<file path="src/rtl/ks42_accumulator.sv">
// ---------------------------------------------------------------------------
// ks42_accumulator
//
// Streaming packet accumulator built around the sparse Kogge-Stone adder
// sparse_42bitks (defined below in this file). Operand beats arrive on a
// valid/ready stream; each is registered into stage 1 and added to the
// running total on the following edge. After the last beat of a packet has
// been folded in, the total, a sticky overflow flag and a saturating beat
// count are held on the output valid/ready stream until consumed.
//
// Ports:
//   clk        in   rising-edge clock
//   rst        in   asynchronous, active-high reset
//   in_valid   in   operand beat valid
//   in_ready   out  block can accept a beat (function of state only)
//   in_data    in   WIDTH-bit unsigned operand
//   in_last    in   final beat of the packet
//   out_valid  out  result valid (HOLD state)
//   out_ready  in   downstream accepts the result
//   out_sum    out  packet sum modulo 2^WIDTH
//   out_ovf    out  sticky carry-out of the MSB seen in this packet
//   out_count  out  accepted beats, saturating at 2^CNT_W-1
//
// WIDTH must stay 42: the adder is a fixed 42-bit structure.
// ---------------------------------------------------------------------------

// ---------------------------------------------------------------------------
// sparse_42bitks
//
// 42-bit adder, no carry-in, no carry-out. Carries are computed by a
// Kogge-Stone prefix tree only at 4-bit group boundaries ("sparse"); inside
// each group the carry ripples from the group carry-in. Bits 40..41 form a
// short final group that only needs its carry-in from the tree.
//
// Ports:
//   a, b  in   42-bit operands
//   sum   out  (a + b) mod 2^42
// ---------------------------------------------------------------------------
module sparse_42bitks (
    input  logic [41:0] a,
    input  logic [41:0] b,
    output logic [41:0] sum
);

    localparam int NGRP = 10;  // full 4-bit groups covering bits 0..39

    logic [40:0]     gb;       // bit generate; bit 41 generate never used
    logic [41:0]     pb;       // bit propagate
    logic [NGRP-1:0] gg, pg;   // group generate / propagate
    logic [NGRP-1:0] gk, pk;   // prefix tree working values
    logic [NGRP-1:0] ng, np;
    logic [NGRP:0]   cgrp;     // carry into each group (group 10 = bits 40..41)
    logic [41:0]     cy;       // carry into each bit

    always_comb begin
        gb   = a[40:0] & b[40:0];
        pb   = a ^ b;
        gg   = '0;
        pg   = '0;
        ng   = '0;
        np   = '0;
        cgrp = '0;
        cy   = '0;

        // 4-bit group generate/propagate
        for (int j = 0; j < NGRP; j++) begin
            gg[j] = gb[4*j+3]
                  | (pb[4*j+3] & (gb[4*j+2]
                  | (pb[4*j+2] & (gb[4*j+1]
                  | (pb[4*j+1] &  gb[4*j])))));
            pg[j] = &pb[4*j +: 4];
        end

        // Kogge-Stone over the groups: spans 1, 2, 4, 8
        gk = gg;
        pk = pg;
        for (int d = 1; d < NGRP; d = d * 2) begin
            ng = gk;
            np = pk;
            for (int j = d; j < NGRP; j++) begin
                ng[j] = gk[j] | (pk[j] & gk[j-d]);
                np[j] = pk[j] & pk[j-d];
            end
            gk = ng;
            pk = np;
        end

        // No carry-in, so the carry into group j is the prefix generate of
        // groups 0..j-1.
        cgrp[0] = 1'b0;
        for (int j = 1; j <= NGRP; j++)
            cgrp[j] = gk[j-1];

        // Ripple within each group from its boundary carry
        cy[0] = cgrp[0];
        for (int i = 1; i < 42; i++) begin
            if (i % 4 == 0)
                cy[i] = cgrp[i/4];
            else
                cy[i] = gb[i-1] | (pb[i-1] & cy[i-1]);
        end

        sum = pb ^ cy;
    end

endmodule

module ks42_accumulator #(
    parameter int WIDTH = 42,
    parameter int CNT_W = 8
) (
    input  logic             clk,
    input  logic             rst,
    input  logic             in_valid,
    output logic             in_ready,
    input  logic [WIDTH-1:0] in_data,
    input  logic             in_last,
    output logic             out_valid,
    input  logic             out_ready,
    output logic [WIDTH-1:0] out_sum,
    output logic             out_ovf,
    output logic [CNT_W-1:0] out_count
);

    typedef enum logic [1:0] {
        IDLE  = 2'd0,
        ACC   = 2'd1,
        DRAIN = 2'd2,
        HOLD  = 2'd3
    } state_t;

    state_t state, next_state;

    // Stage-1 operand register
    logic [WIDTH-1:0] s1_data;
    logic             s1_vld;
    logic             s1_last;

    // Accumulator state
    logic [WIDTH-1:0] acc;
    logic             ovf;
    logic [CNT_W-1:0] cnt;

    logic [WIDTH-1:0] add_sum;
    logic             carry;
    logic             accept;
    logic [CNT_W-1:0] cnt_next;

    sparse_42bitks u_add (
        .a   (acc),
        .b   (s1_data),
        .sum (add_sum)
    );

    // The adder exposes no carry-out; a wrap is visible as the sum dropping
    // below the accumulator it started from.
    assign carry    = (add_sum < acc);
    assign cnt_next = (cnt == {CNT_W{1'b1}}) ? cnt : cnt + 1'b1;
    assign accept   = in_valid & in_ready;

    // ---------------- FSM ----------------
    always_ff @(posedge clk or posedge rst) begin
        if (rst)
            state <= IDLE;
        else
            state <= next_state;
    end

    always_comb begin
        next_state = state;
        in_ready   = 1'b0;
        out_valid  = 1'b0;
        case (state)
            IDLE: begin
                // State is forced to IDLE during reset, so gating with rst
                // here is enough to hold in_ready low while rst is asserted.
                in_ready = ~rst;
                if (accept)
                    next_state = in_last ? DRAIN : ACC;
            end
            ACC: begin
                in_ready = 1'b1;
                if (accept && in_last)
                    next_state = DRAIN;
            end
            DRAIN: begin
                // s1 holds the packet's last beat here; it is folded into
                // acc on this edge.
                if (s1_vld && s1_last)
                    next_state = HOLD;
            end
            HOLD: begin
                out_valid = 1'b1;
                if (out_ready)
                    next_state = IDLE;
            end
            default: next_state = IDLE;
        endcase
    end

    // ---------------- Datapath ----------------
    always_ff @(posedge clk or posedge rst) begin
        if (rst) begin
            s1_data <= '0;
            s1_vld  <= 1'b0;
            s1_last <= 1'b0;
            acc     <= '0;
            ovf     <= 1'b0;
            cnt     <= '0;
        end else if (state == HOLD) begin
            // Result is stable in HOLD; everything clears on the consume
            // edge so IDLE always starts from a zero total.
            if (out_ready) begin
                s1_data <= '0;
                s1_vld  <= 1'b0;
                s1_last <= 1'b0;
                acc     <= '0;
                ovf     <= 1'b0;
                cnt     <= '0;
            end
        end else begin
            if (s1_vld) begin
                acc <= add_sum;
                ovf <= ovf | carry;
                cnt <= cnt_next;
            end
            // A cycle without an accepted beat is a bubble in stage 1.
            s1_vld <= accept;
            if (accept) begin
                s1_data <= in_data;
                s1_last <= in_last;
            end
        end
    end

    assign out_sum   = acc;
    assign out_ovf   = ovf;
    assign out_count = cnt;

endmodule

</file>
<file path="config.mk">
export PLATFORM = sky130hd
export DESIGN_NAME = ks42_accumulator
export DESIGN_NICKNAME = d
export VERILOG_FILES = /design/src/rtl/ks42_accumulator.sv
export SDC_FILE = /design/constraint.sdc
export NUM_CORES = 1
export LEC_CHECK = 0
export BUFFER_PORTS_ARGS = -buffer_cell sky130_fd_sc_hd__buf_2
export CAP_MARGIN = 20
export CORE_ASPECT_RATIO = 0.75
export CORE_UTILIZATION = 40
export CTS_CLUSTER_DIAMETER = 80
export CTS_CLUSTER_SIZE = 16
export DETAILED_ROUTE_END_ITERATION = 16
export SLEW_MARGIN = 25
export SYNTH_ARGS = -nofsm -noshare
export SYNTH_HDL_FRONTEND = slang
export SYNTH_SLANG_ARGS = --single-unit
</file>
<file path="constraint.sdc">
create_clock -name clk -period 5.4 [get_ports clk]
set_input_delay 1.08 -clock clk [delete_from_list [all_inputs] [get_ports clk]]
set_output_delay 1.08 -clock clk [all_outputs]
set_load 0.05 [all_outputs]
</file>
==> results.yml <==
run_status:
  status: "complete, no violations"
clocking:
  htree_levels: 3
  clk_pin_slew_ns: 0.07
  clock-sinks: 97
  clkLatencyLatePin_ns: 0.36
  ctsHoldBuffers: 0
  cts_tree: "done"
  root_buffer: "clkbuf_16"
  cts_buffer_depth: 2
  cts_made_buffers: 9
placed_design:
  dp_hpwl_um: 11900
  place.gp.congestion: 0.814
  dp_slack_ns: -0.0815
  portBuffers: 99
  dp_cells: 999
  placed_area_um2: 7360
logic_synthesis:
  synth_top_area_share_pct: 36.6
  synthArstFlopShare_pct: 100
  synth_fa_ha_area_share_pct: 25.2
  synthMuxAreaShare_pct: 0.603
  ys_warn_count: 0
  ys_ff_latch: 97
  yosys_most_used_dff: "dfrtp_1"
  synthTopCellsByArea: "dfrtp_1 (37%), ha_1 (16%), fa_1 (9.4%)"
  synth_top_family_by_area: "adder cells"
  yosysUniqueCellTypes: 50
  yosysMostFrequentCell: "nand2_1"
  synthesis.area_um2: 6640
  ys_seq_area_share_pct: 36.6
  synthXorXnorAreaFrac_pct: 1.85
  synth-simple-area-share_pct: 11.7
  synth_enable_flop_cells: 0
  synth_nets: 868
  syn_avg_cell_area_um2: 9.40
  syn_inst: 706
  synth-compound-area-share_pct: 16.2
  yosys-top-cells-count: "nand2_1 (113), inv_1 (111), dfrtp_1 (97), ha_1 (84), o21ai_0 (61)"
  yosys.area.top_type: "dfrtp_1"
critical_path:
  reg2reg_depth: 20
  r2r_start: "out_sum[0]"
  crit_path_end: "out_ovf"
  endpoint_kind: "register"
  cp-start-kind: "register"
  cp_max_fo: 3
  r2r_slack_ns: 0.23
  arrival_ns: 5.41
  required_ns: 5.64
  r2r-end: "out_ovf"
  critPathKind: "reg -> reg"
  startpoint: "out_sum[0]"
layout:
  final_cells: 1017
  regArea_um2: 2430
  drive_above_1_share_pct: 18.3
  diodes: 0
  multi_input_area_um2: 3770
  fillers: 1613
  area_growth_pct: 16.7
  fin_area_um2: 7740
  fin_util_pct: 48.1
  nets: 964
route:
  drtIter0Drc: 239
  wl_per_cell_um: 15.8
  routed_wirelength_um: 16000
  first_pass_iters: 4
  avgViaCountPerCell: 5.03
  drtAntennaViolNets: 0
  drc_errors: 0
  vias: 5118
timing:
  fin_crit_ns: 5.17
  fin_ws_ns: 0.229
  slew_headroom_pct: 42.3
  whs_ns: 0.478
  fmax_mhz: 193
  slew_viol_final: 0
  rsz0062_at_grt: "no"
  tightest_slew_ns: 0.865
  skew_ns: 0.0109
  setup_viol: 0
  hold_violations: 0
  finalCritPeriodShare_pct: 95.8
floorplanning:
  rows: 40
  start_util_pct: 41.2
  num_io_pins: 100
  die_height_um: 114
  dieArea_um2: 17100
  design.core.area_um2: 16100
  chipWidth_um: 151
power_and_ir_drop:
  p_int_uw: 2570
  peakVddDrop_v: 0.000260
  seq_power_share_pct: 23.9
  swShare_pct: 50.5
  share_comb_of_total_power_pct: 63.5
  p_switching_uw: 2620
  p_per_area_nw_per_um2: 669
  p_clk_share_pct: 12.6
  power_leakage_uw: 0.00379
hold_path:
  holdCritPathClass: "reg -> reg"
grt:
  antenna_found_initial: 0
  grt_max_degree: 88
  grt_use_total_pct: 20.4
  grt_pass1_wl_um: 26700
  overflow: 0
  first_global_vias: 5034
job:
  maxCapViolCount: 0
## critical path: stages (launching register included)
cell	delay [ns]
dfrtp_2	0.36
ha_1	0.13
inv_1	0.05
fa_2	0.34
fa_2	0.35
fa_2	0.34
and4b_1	0.25
a211o_1	0.14
o21ai_2	0.09
nand2_1	0.12
nor2_1	0.09
o31a_1	0.32
fa_1	0.39
fa_2	0.35
fa_1	0.38
xnor2_1	0.15
ha_1	0.30
nand4_1	0.13
or4_4	0.55
a31oi_2	0.14
o31ai_1	0.09
## through the flow
| stage | total power [uW] | setup TNS [ns] |
|---|---|---|
| after floorplan | 3630 | 0 |
| after global placement | 4410 | 0 |
| after detailed placement | 4430 | -0.0815 |
| after CTS | 5130 | 0 |
| after global routing | 5750 | 0 |
| final | 5180 | 0 |
## power by group through the flow
stage | Clock [uW] | Combinational (uW) | Sequential, uW
after floorplan | 0 | 2030 | 1590
after global placement | 0 | 3160 | 1250
after detailed placement | 0 | 3190 | 1250
after CTS | 671 | 3220 | 1240
after global routing | 697 | 3770 | 1280
final | 651 | 3290 | 1240
## cell type report
type	count	share of cell area [%]
clock inverters	5	0.727
well taps	210	3.39
repair buffers	108	7.43
clock buffers	11	3.01
flip-flops and latches	97	31.4
inverters	111	5.41
multi-input cells	475	48.7
## layout by cell type, fill, tap and decap left out, types with 14 or more instances in the layout
cell / synthesis / final
o21ai_0: 61 / 61
buf_2: 8 / 99
nand2_1: 113 / 113
o31ai_1: 33 / 33
fa_1: 31 / 25
nand4_1: 16 / 16
a21oi_1: 38 / 38
inv_1: 111 / 110
nor2_1: 14 / 14
dfrtp_1: 97 / 95
ha_1: 84 / 84
## cells by family (layout without fill, tap and decap cells)
kind of cell               count (synthesis)  count (layout)
adders and majority gates                115             115
DFF                                       97              97
muxes                                      4               4
and+or+nand+nor                          170             170
AOI/OAI and AO/OA                        172             172
buffers and inverters                    134             235
xor gates and xnor gates                  14              14
## layer usage
metal | vias up | part of all wire, % | GRT usage, %
met3 | 10 | 4.6 | 3.80
li1 | 2586 | - | -
met1 | 2408 | 55 | 32.2
met5 | - | 0 | 0
met2 | 114 | 40 | 28.3
met4 | 0 | 0.84 | 4.87
## repair_timing
action	4_1_cts	5_1_grt
endpoints found under the setup margin	1	1
gates resized for setup	3	14
setup buffers	0	1
pin swaps	1	6
## how the worst min path moves through the flow
stage	start	end	cells past startpoint
6_report	out_ovf	out_ovf	2
2_1_floorplan	s1_vld	s1_vld	1
4_1_cts	out_ovf	out_ovf	2
3_5_place_dp	out_ovf	out_ovf	2
5_1_grt	out_ovf	out_ovf	2
3_3_place_gp	out_ovf	out_ovf	2
## registers in the layout, indices dropped and copies added, names as in the netlist
signal / count
state: 2
s1_last: 1
out_ovf: 1
s1_data: 42
s1_vld: 1
out_count: 8
out_sum: 42
No activity file was read; power rests on OpenSTA's default activity.
